$ cat config.mk
export PLATFORM = sky130hd
export DESIGN_NAME = dac_source_sequencer
export DESIGN_NICKNAME = d
export VERILOG_FILES = /design/src/rtl/dac_source_sequencer_pkg.sv /design/src/rtl/dac_dwell_timer.sv /design/src/rtl/dac_source_sequencer.sv
export SDC_FILE = /design/constraint.sdc
export NUM_CORES = 1
export LEC_CHECK = 0
export ABC_CLOCK_PERIOD_IN_PS = 4300
export CORE_MARGIN = 10
export CORE_UTILIZATION = 48
export CTS_BUF_LIST = sky130_fd_sc_hd__clkbuf_8
export CTS_CLUSTER_SIZE = 30
export DETAILED_ROUTE_END_ITERATION = 8
export PLACE_DENSITY = 0.89
export SETUP_SLACK_MARGIN = 0.1
export SYNTH_ARGS = -nofsm -noshare
export SYNTH_HDL_FRONTEND = slang
export SYNTH_HIERARCHICAL = 1
export SYNTH_SLANG_ARGS = --single-unit
$ cat constraint.sdc
create_clock -name CLK_24M -period 4.3 [get_ports CLK_24M]
set_clock_uncertainty 0.15 [all_clocks]
set_input_delay 0.86 -clock CLK_24M [delete_from_list [all_inputs] [get_ports CLK_24M]]
set_output_delay 0.86 -clock CLK_24M [all_outputs]
set_load 0.1 [all_outputs]
$ cat src/rtl/dac_source_sequencer_pkg.sv
// Shared types and constants for the DAC source sequencer: FSM state
// encoding, DAC drive levels and the width of the test-pattern index.
package dac_source_sequencer_pkg;

    localparam int COLOR_W = 3;

    localparam logic [7:0] COL_ON  = 8'hFF;
    localparam logic [7:0] COL_OFF = 8'h00;

    typedef enum logic [1:0] {
        ST_CORE  = 2'd0,
        ST_ARM   = 2'd1,
        ST_TEST  = 2'd2,
        ST_DRAIN = 2'd3
    } state_t;

    // Full-scale or zero drive for one pattern channel.
    function automatic logic [7:0] pattern_level(input logic i_on);
        return i_on ? COL_ON : COL_OFF;
    endfunction

endpackage

$ cat src/rtl/dac_dwell_timer.sv
// Frame counter for the test pattern: counts frame starts while the
// pattern runs and pulses o_advance on the frame that ends a colour's dwell.
module dac_dwell_timer #(
    parameter int DWELL_W = 8
) (
    input  logic               clk,
    input  logic               rst_n,
    input  logic               i_run,
    input  logic               i_clear,
    input  logic               i_fs,
    input  logic [DWELL_W-1:0] i_dwell,
    output logic               o_advance
);

    logic [DWELL_W-1:0] r_cnt;
    logic [DWELL_W-1:0] w_last;

    // Last count of a dwell; a dwell of 0 behaves as 1, so the last count is 0.
    // Comparing with >= lets a live-lowered dwell advance at the next frame.
    assign w_last    = (i_dwell == '0) ? '0 : i_dwell - DWELL_W'(1);
    assign o_advance = i_run && i_fs && (r_cnt >= w_last);

    // Frame counter: cleared on mode entry/exit, wraps at the end of each dwell.
    always_ff @(posedge clk or negedge rst_n) begin
        // NOTE: sequential state uses non-blocking assignments so every
        // register samples pre-edge values regardless of block ordering.
        if (!rst_n) begin
            r_cnt <= '0;
        end else if (i_clear) begin
            r_cnt <= '0;
        end else if (i_run && i_fs) begin
            r_cnt <= o_advance ? '0 : r_cnt + DWELL_W'(1);
        end
    end

endmodule

$ cat src/rtl/dac_source_sequencer.sv
// Frame-synchronous selector between core video and an eight-colour DAC
// test pattern. Source switches only on a frame start; all DAC-side
// outputs are registered and move together.
module dac_source_sequencer
    import dac_source_sequencer_pkg::*;
#(
    parameter int DWELL_W = 8
) (
    input  logic               CLK_24M,
    input  logic               nRESET,
    input  logic [7:0]         CORE_R,
    input  logic [7:0]         CORE_G,
    input  logic [7:0]         CORE_B,
    input  logic               CORE_BLANK,
    input  logic               VSYNC_N,
    input  logic               TEST_REQ,
    input  logic [DWELL_W-1:0] TEST_DWELL,
    output logic [7:0]         VGA_R,
    output logic [7:0]         VGA_G,
    output logic [7:0]         VGA_B,
    output logic               TEST_ACTIVE,
    output logic [COLOR_W-1:0] TEST_COLOR
);

    state_t             r_state;
    state_t             w_state_nxt;
    logic [COLOR_W-1:0] r_color;
    logic [COLOR_W-1:0] w_color_nxt;
    logic               r_vsync_prev;
    logic               w_fs;
    logic               w_enter_test;
    logic               w_leave_drain;
    logic               w_timer_run;
    logic               w_timer_clear;
    logic               w_advance;
    logic               w_pattern;

    // Frame start: first low cycle of VSYNC_N. The history register resets
    // low, so a VSYNC_N already low at reset release is not a frame start.
    assign w_fs = !VSYNC_N && r_vsync_prev;

    assign w_enter_test  = TEST_REQ && w_fs && ((r_state == ST_CORE) || (r_state == ST_ARM));
    assign w_leave_drain = !TEST_REQ && w_fs && (r_state == ST_DRAIN);
    assign w_timer_clear = w_enter_test || w_leave_drain;
    // Leaving TEST in the same cycle as a frame start must not advance.
    assign w_timer_run   = (r_state == ST_TEST) && TEST_REQ;

    dac_dwell_timer #(
        .DWELL_W (DWELL_W)
    ) u_dwell_timer (
        .clk       (CLK_24M),
        .rst_n     (nRESET),
        .i_run     (w_timer_run),
        .i_clear   (w_timer_clear),
        .i_fs      (w_fs),
        .i_dwell   (TEST_DWELL),
        .o_advance (w_advance)
    );

    // Next state and next colour index.
    always_comb begin
        // NOTE: every signal gets a default before the case so no path can
        // leave it unassigned and infer a latch.
        w_state_nxt = r_state;
        w_color_nxt = r_color;
        unique case (r_state)
            ST_CORE: begin
                if (w_enter_test)  w_state_nxt = ST_TEST;
                else if (TEST_REQ) w_state_nxt = ST_ARM;
            end
            ST_ARM: begin
                if (!TEST_REQ)         w_state_nxt = ST_CORE;
                else if (w_enter_test) w_state_nxt = ST_TEST;
            end
            ST_TEST: begin
                if (!TEST_REQ)      w_state_nxt = ST_DRAIN;
                else if (w_advance) w_color_nxt = r_color + COLOR_W'(1);
            end
            ST_DRAIN: begin
                if (TEST_REQ)           w_state_nxt = ST_TEST;
                else if (w_leave_drain) w_state_nxt = ST_CORE;
            end
            default: w_state_nxt = ST_CORE;
        endcase
        if (w_timer_clear) w_color_nxt = '0;
    end

    assign w_pattern = (w_state_nxt == ST_TEST) || (w_state_nxt == ST_DRAIN);

    // FSM state, colour, sync history and registered DAC drive, all on one edge.
    always_ff @(posedge CLK_24M or negedge nRESET) begin
        if (!nRESET) begin
            r_state      <= ST_CORE;
            r_color      <= '0;
            r_vsync_prev <= 1'b0;
            VGA_R        <= COL_OFF;
            VGA_G        <= COL_OFF;
            VGA_B        <= COL_OFF;
            TEST_ACTIVE  <= 1'b0;
        end else begin
            r_state      <= w_state_nxt;
            r_color      <= w_color_nxt;
            r_vsync_prev <= VSYNC_N;
            TEST_ACTIVE  <= w_pattern;
            if (CORE_BLANK) begin
                VGA_R <= COL_OFF;
                VGA_G <= COL_OFF;
                VGA_B <= COL_OFF;
            end else if (w_pattern) begin
                VGA_R <= pattern_level(w_color_nxt[0]);
                VGA_G <= pattern_level(w_color_nxt[1]);
                VGA_B <= pattern_level(w_color_nxt[2]);
            end else begin
                VGA_R <= CORE_R;
                VGA_G <= CORE_G;
                VGA_B <= CORE_B;
            end
        end
    end

    // The colour register is already aligned with the other DAC-side outputs.
    assign TEST_COLOR = r_color;

endmodule

======== Yosys cells after proc, flatten, opt, wreduce, memory -nomap -nowiden ========
Index checks and enable logic that the tools add are counted.
word-level totals
  register bits ........................... 39
  output and inout bits ................... 28
operators by class
  $add $sub $neg .......................... 3
  order comparisons ....................... 1
  eq/ne operators ......................... 5
  mux-type cells .......................... 25
  reductions and logical operators ........ 16
operator list
  kind                 count
  $mux 8               13
  $mux 2               7
  $mux 3               4
  $add 8x1->8 const B  1
  $eq 2x2->1 const B   4
  $ge 8x8->1           1
  $logic_and 1x1->1    8
  $logic_not 8->1      1
  $pmux 2 s4           1
  $sub 8x1->8 const B  1
  $add 3x1->3 const B  1
  $logic_or 1x1->1     3
  $eq 2x1->1 const B   1
  $logic_not 1->1      2
  $logic_not 2->1      1
  $reduce_bool 2->1    1

======== Longest topological paths before layout ========
  word-level depth ........................ 11
  gate-level depth with buffers ........... 17
  mapped depth without buffers ............ 15

======== Hierarchy ========
The synthesis kept the hierarchy.
by module, submodules not included
  module                times used  cells an instance  area each (um2)  sequential area each (um2)
  dac_source_sequencer  1           112                1218.7           775.7
  dac_dwell_timer       1           96                 832.0            200.2

======== Worst setup path after synthesis ========
No wires, ideal clock.
  path type ............................... input port to flip-flop
  start point ............................. input TEST_DWELL[0]
  end point ............................... register VGA_B[0]
  setup time .............................. 0.068 ns
  arrival ................................. 4.152 ns
  data required time ...................... 4.082 ns
  path slack .............................. -0.070 ns
  stages on the path ...................... 16
  cell sequence ........................... inv_1 -> ha_1 -> nor2b_1 -> nand3b_1 -> or3_1 -> and2_1 -> ha_1 -> nand2b_4 -> a2111oi_2 -> or4_1 -> buf_6 -> nand2_1 -> nand4b_2 -> or3_1 -> a2111o_1 -> nand2_1
on the way
  word-level cells in the longest chain between the ends .. 11
  elaborated cells on any way between the ends .. 12
ends and longest elaborated chain
  element                                         RTL line                        source
  from (decl)                                     dac_source_sequencer.sv:17      input logic [DWELL_W-1:0] TEST_DWELL,
  $sub 8x1->8 or $logic_not 8->1 (tied branches)  dac_dwell_timer.sv:20           assign w_last = (i_dwell == '0) ? '0 : i_dwell - DWELL_W'(1);
  $mux 8 (*)                                      dac_dwell_timer.sv:20
  $ge 8x8->1 (*)                                  dac_dwell_timer.sv:21           assign o_advance = i_run && i_fs && (r_cnt >= w_last);
  $logic_and 1x1->1 (*)                           dac_dwell_timer.sv:21
  via w_advance                                   dac_source_sequencer.sv:35      logic w_advance;
  $mux 3 (*)                                      dac_source_sequencer.sv:77      else if (w_advance) w_color_nxt = r_color + COLOR_W'(1);
  $mux 3 (*)                                      dac_source_sequencer.sv:76      if (!TEST_REQ) w_state_nxt = ST_DRAIN;
  $mux 3 (*)                                      dac_source_sequencer.sv:66      unique case (r_state)
  $mux 3 (*)                                      dac_source_sequencer.sv:85      if (w_timer_clear) w_color_nxt = '0;
  $mux 8 (*)                                      dac_source_sequencer_pkg.sv:19  return i_on ? COL_ON : COL_OFF;
  $mux 8 (*)                                      dac_source_sequencer.sv:109     end else if (w_pattern) begin
  $mux 8 (*)                                      dac_source_sequencer.sv:105     if (CORE_BLANK) begin
  to (signal assigned)                            dac_source_sequencer.sv:112     VGA_B <= pattern_level(w_color_nxt[2]);
  to (decl)                                       dac_source_sequencer.sv:20      output logic [7:0] VGA_B,
Mark *: on every way through the listed nets, which the timed path passes. The rest lies on a longest branch.
A chain may end at the register's enable or synchronous reset.

======== Worst setup path after layout ========
  start point ............................. input TEST_DWELL[1]
  end point ............................... register VGA_G[2]
on the way
  word-level cells in the longest chain between the ends .. 11
  elaborated cells on any way between the ends .. 12
ends and longest elaborated chain
  element                                         RTL line                        source
  $sub 8x1->8 or $logic_not 8->1 (tied branches)  dac_dwell_timer.sv:20
  $mux 8 (*)                                      dac_dwell_timer.sv:20
  $ge 8x8->1 (*)                                  dac_dwell_timer.sv:21
  $logic_and 1x1->1 (*)                           dac_dwell_timer.sv:21
  via w_advance                                   dac_source_sequencer.sv:35
  $mux 3 (*)                                      dac_source_sequencer.sv:77
  $mux 3 (*)                                      dac_source_sequencer.sv:76
  $mux 3 (*)                                      dac_source_sequencer.sv:66
  $mux 3 (*)                                      dac_source_sequencer.sv:85
  $mux 8 (*)                                      dac_source_sequencer_pkg.sv:19
  $mux 8 (*)                                      dac_source_sequencer.sv:109
  $mux 8 (*)                                      dac_source_sequencer.sv:105
  to (signal assigned)                            dac_source_sequencer.sv:111     VGA_G <= pattern_level(w_color_nxt[1]);
  to (decl)                                       dac_source_sequencer.sv:19      output logic [7:0] VGA_G,
Marks and branches as above.

==> reports/qor.txt <==
GPL Wtd Cong: 0.855
GRT overflow: 0
vias in the first global route: 2039
RSZ-0062 raised after global routing: false
DR vias/cell: 5.44
fin. max-slew vios: 0
CTS clk-pin slew, worst paths: 0.07 ns
utilization after layout: 76.4%
DRT antenna net count: 0
largest buffer count on any clock path: 2
Final #Nets: 348
CTS H-Tree Depth: 2
most common cell after layout, fill and taps aside: clkdlybuf4s50_1
Port Buf Inserts: 64
instance area at placement: 0.00287 mm2
Post-Syn Area: 0.00205 mm2
Clock Root Buffer: clkbuf_8
DRT Pass-1 Iters: 4
Post-Synth XOR/XNOR Area: 1.71%
Startpoint Class: primary input
Synth Area in Adders: 6.71%
Simple-Gate Fraction of Synth Area: 26.1%
Synth Area in Compound Gates: 13.4%
Chip Width: 85.4 um
status: completed
post-layout total power: 1.20 mW
Starting Density: 50.5%
Avg Cell Area, Syn: 9.86 um2
Worst Slack Setup Final: 0.161 ns
largest net degree at the start of global routing: 40
register bit total from synthesis: 39
endpoints failing hold: 0
Warnings, synthesis: 6
worst slew pin tran: 1.03 ns
DP HPWL: 4370 um
clock latency on the worst-skew pair: 0.29 ns
final worst path period need: 4.14 ns
FMAX: 242 MHz
Period Utilization, post-route: 96.3%
total clock sinks: 39
# IOs: 65
pre-CTS setup slack: -0.371 ns
R2R Setup Slk: 1.41 ns
commonest cells after routing, fill and taps aside: clkdlybuf4s50_1, nand2_1, dfrtp_1, buf_4, a21oi_1
initial antenna violation count: 0
final instance area: 0.00310 mm2
height of the die: 85.4 um
worst min path class: reg2reg
Initial DRC Count: 122
post-synthesis mux area share: 1.46%
Mapped Cells: 208
Cell variety after synth: 35
Area Overhead vs Synth: 51.2%
via count: 1909
worst-path fanout max: 8
top cell type's share of synthesized area: 47.6%
Slew headroom: 31.2%
main combinational cell family by area after synthesis: simple AND/OR/NAND/NOR gates
CP endpoint kind: register
first-pass GRT wire length: 9760 um
Worst Setup Path Type: in2reg
n_diodes: 0
ranking of synthesized cells by area: dfrtp_1, nand2_1, ha_1
Seq/Total Area, Yosys: 47.6%
Arr. time, crit path: 4.17 ns
GRT Util Overall: 16.5%
PwrDens: 387 mW/mm2
Worst EP required: 4.33 ns
Max VDD drop: 0.281 mV
largest area contributor in the netlist: dfrtp_1
CTS hold repair buffers: 0
share of cells above drive strength 1: 21.6%
setup_tns: 0 ns
TritonCTS buffer count: 5
die area: 0.00729 mm2
final wirelength: 6070 um
core box area: 0.00406 mm2
Syn Nets: 256
post-DR wirelength/cell: 17.3 um
# setup viols final: 0
row count: 23
leakage power: 1.43 nW
drt drc: 0
TritonCTS clock tree: done
Max Cap Viol: 0
-- path summary, 6_finish.rpt --
check / cells past startpoint / end / startpoint
min: 2 / u_dwell_timer/r_cnt[7] / u_dwell_timer/r_cnt[7]
max in group asynchronous: 1 / u_dwell_timer/r_cnt[6] / nRESET
max reg2reg: 11 / VGA_G[2] / u_dwell_timer/r_cnt[0]
max: 18 / VGA_G[2] / TEST_DWELL[1]
min reg2reg: 2 / u_dwell_timer/r_cnt[7] / u_dwell_timer/r_cnt[7]
min in group asynchronous: 1 / VGA_B[2] / nRESET
-- what timing repair did --
action                     CTS  global route
buffers inserted             9             1
resized for setup           10            12
setup endpoints to repair   19            23
pin swaps                    9             6
-- critical path, stage by stage --
cell,delay (ns)
dlygate4sd2_1,0.25
inv_2,0.06
ha_4,0.12
nor2b_4,0.14
nand3b_1,0.10
or3_4,0.35
buf_4,0.15
buf_4,0.13
nand2_1,0.09
ha_4,0.14
nand4_1,0.10
or4_4,0.55
nand2_4,0.10
nand4b_4,0.09
buf_4,0.17
mux2i_1,0.14
or3_4,0.40
a21oi_1,0.21
-- flip-flops by register name, summed over array words and instances (netlist names) --
| signal | flops |
|---|---|
| r_vsync_prev | 1 |
| r_state | 2 |
| TEST_ACTIVE | 1 |
| VGA_G | 8 |
| u_dwell_timer/r_cnt | 8 |
| VGA_B | 8 |
| TEST_COLOR | 3 |
| VGA_R | 8 |
-- report_power, final --
part	internal (mW)	total, mW	switching [mW]	leakage, nW
clock	0.144	0.267	0.123	0.0557
sequential	0.408	0.450	0.0429	0.508
combinational	0.171	0.481	0.311	0.871
total	0.722	1.20	0.476	1.43
-- synth_stat cells, drive strengths merged --
cell type,count
clkbuf,4
a21oi,21
nor3b,1
nand4b,1
nand3,4
or3,3
o21a,2
nand2,43
inv,7
a22oi,3
dfrtp,39
a2111oi,1
nand4,7
nand3b,13
a2111o,1
nand2b,3
or2,2
o311ai,5
nor2,12
xnor2,1
nor3,3
nor2b,5
and3b,1
ha,11
or4,1
o21ai,4
buf,3
mux2i,3
xor2,3
and2,1
-- through the flow --
step	cells	hold slack [ns]
6_report	351	0.430
2_1_floorplan	208	0.349
5_1_grt	351	0.478
3_5_place_dp	333	0.418
4_1_cts	350	0.435
3_3_place_gp	333	0.367
-- final cells by class --
cell class,instances,area (um2)
Sequential cell,39,976
Fill cell,256,957
Tap cell,50,62.6
Multi-Input combinational cell,155,1090
Clock inverter,1,3.75
Inverter,7,26.3
Timing Repair Buffer,92,841
Clock buffer,7,96.3
-- routing by layer --
metal  wire length [um]  part of all wire (%)  GRT usage, %  up-vias
met5                  0                     0             0        -
met4                 59                  0.97          4.79        0
met3                675                    11          9.27        7
met2               3130                    52          28.5       69
met1               2210                    36          16.5      923
li1                   -                     -             -      910
-- kinds of logic (layout without fill, tap and decap cells) --
kind of cell,after synthesis,after routing
buffers and inverters,14,107
xor gates and xnor gates,4,4
DFF,39,39
AOI/OAI and AO/OA,37,37
and+or+nand+nor,100,100
adders and majority gates,11,11
muxes,3,3
Power figures use the tool's default switching activity.
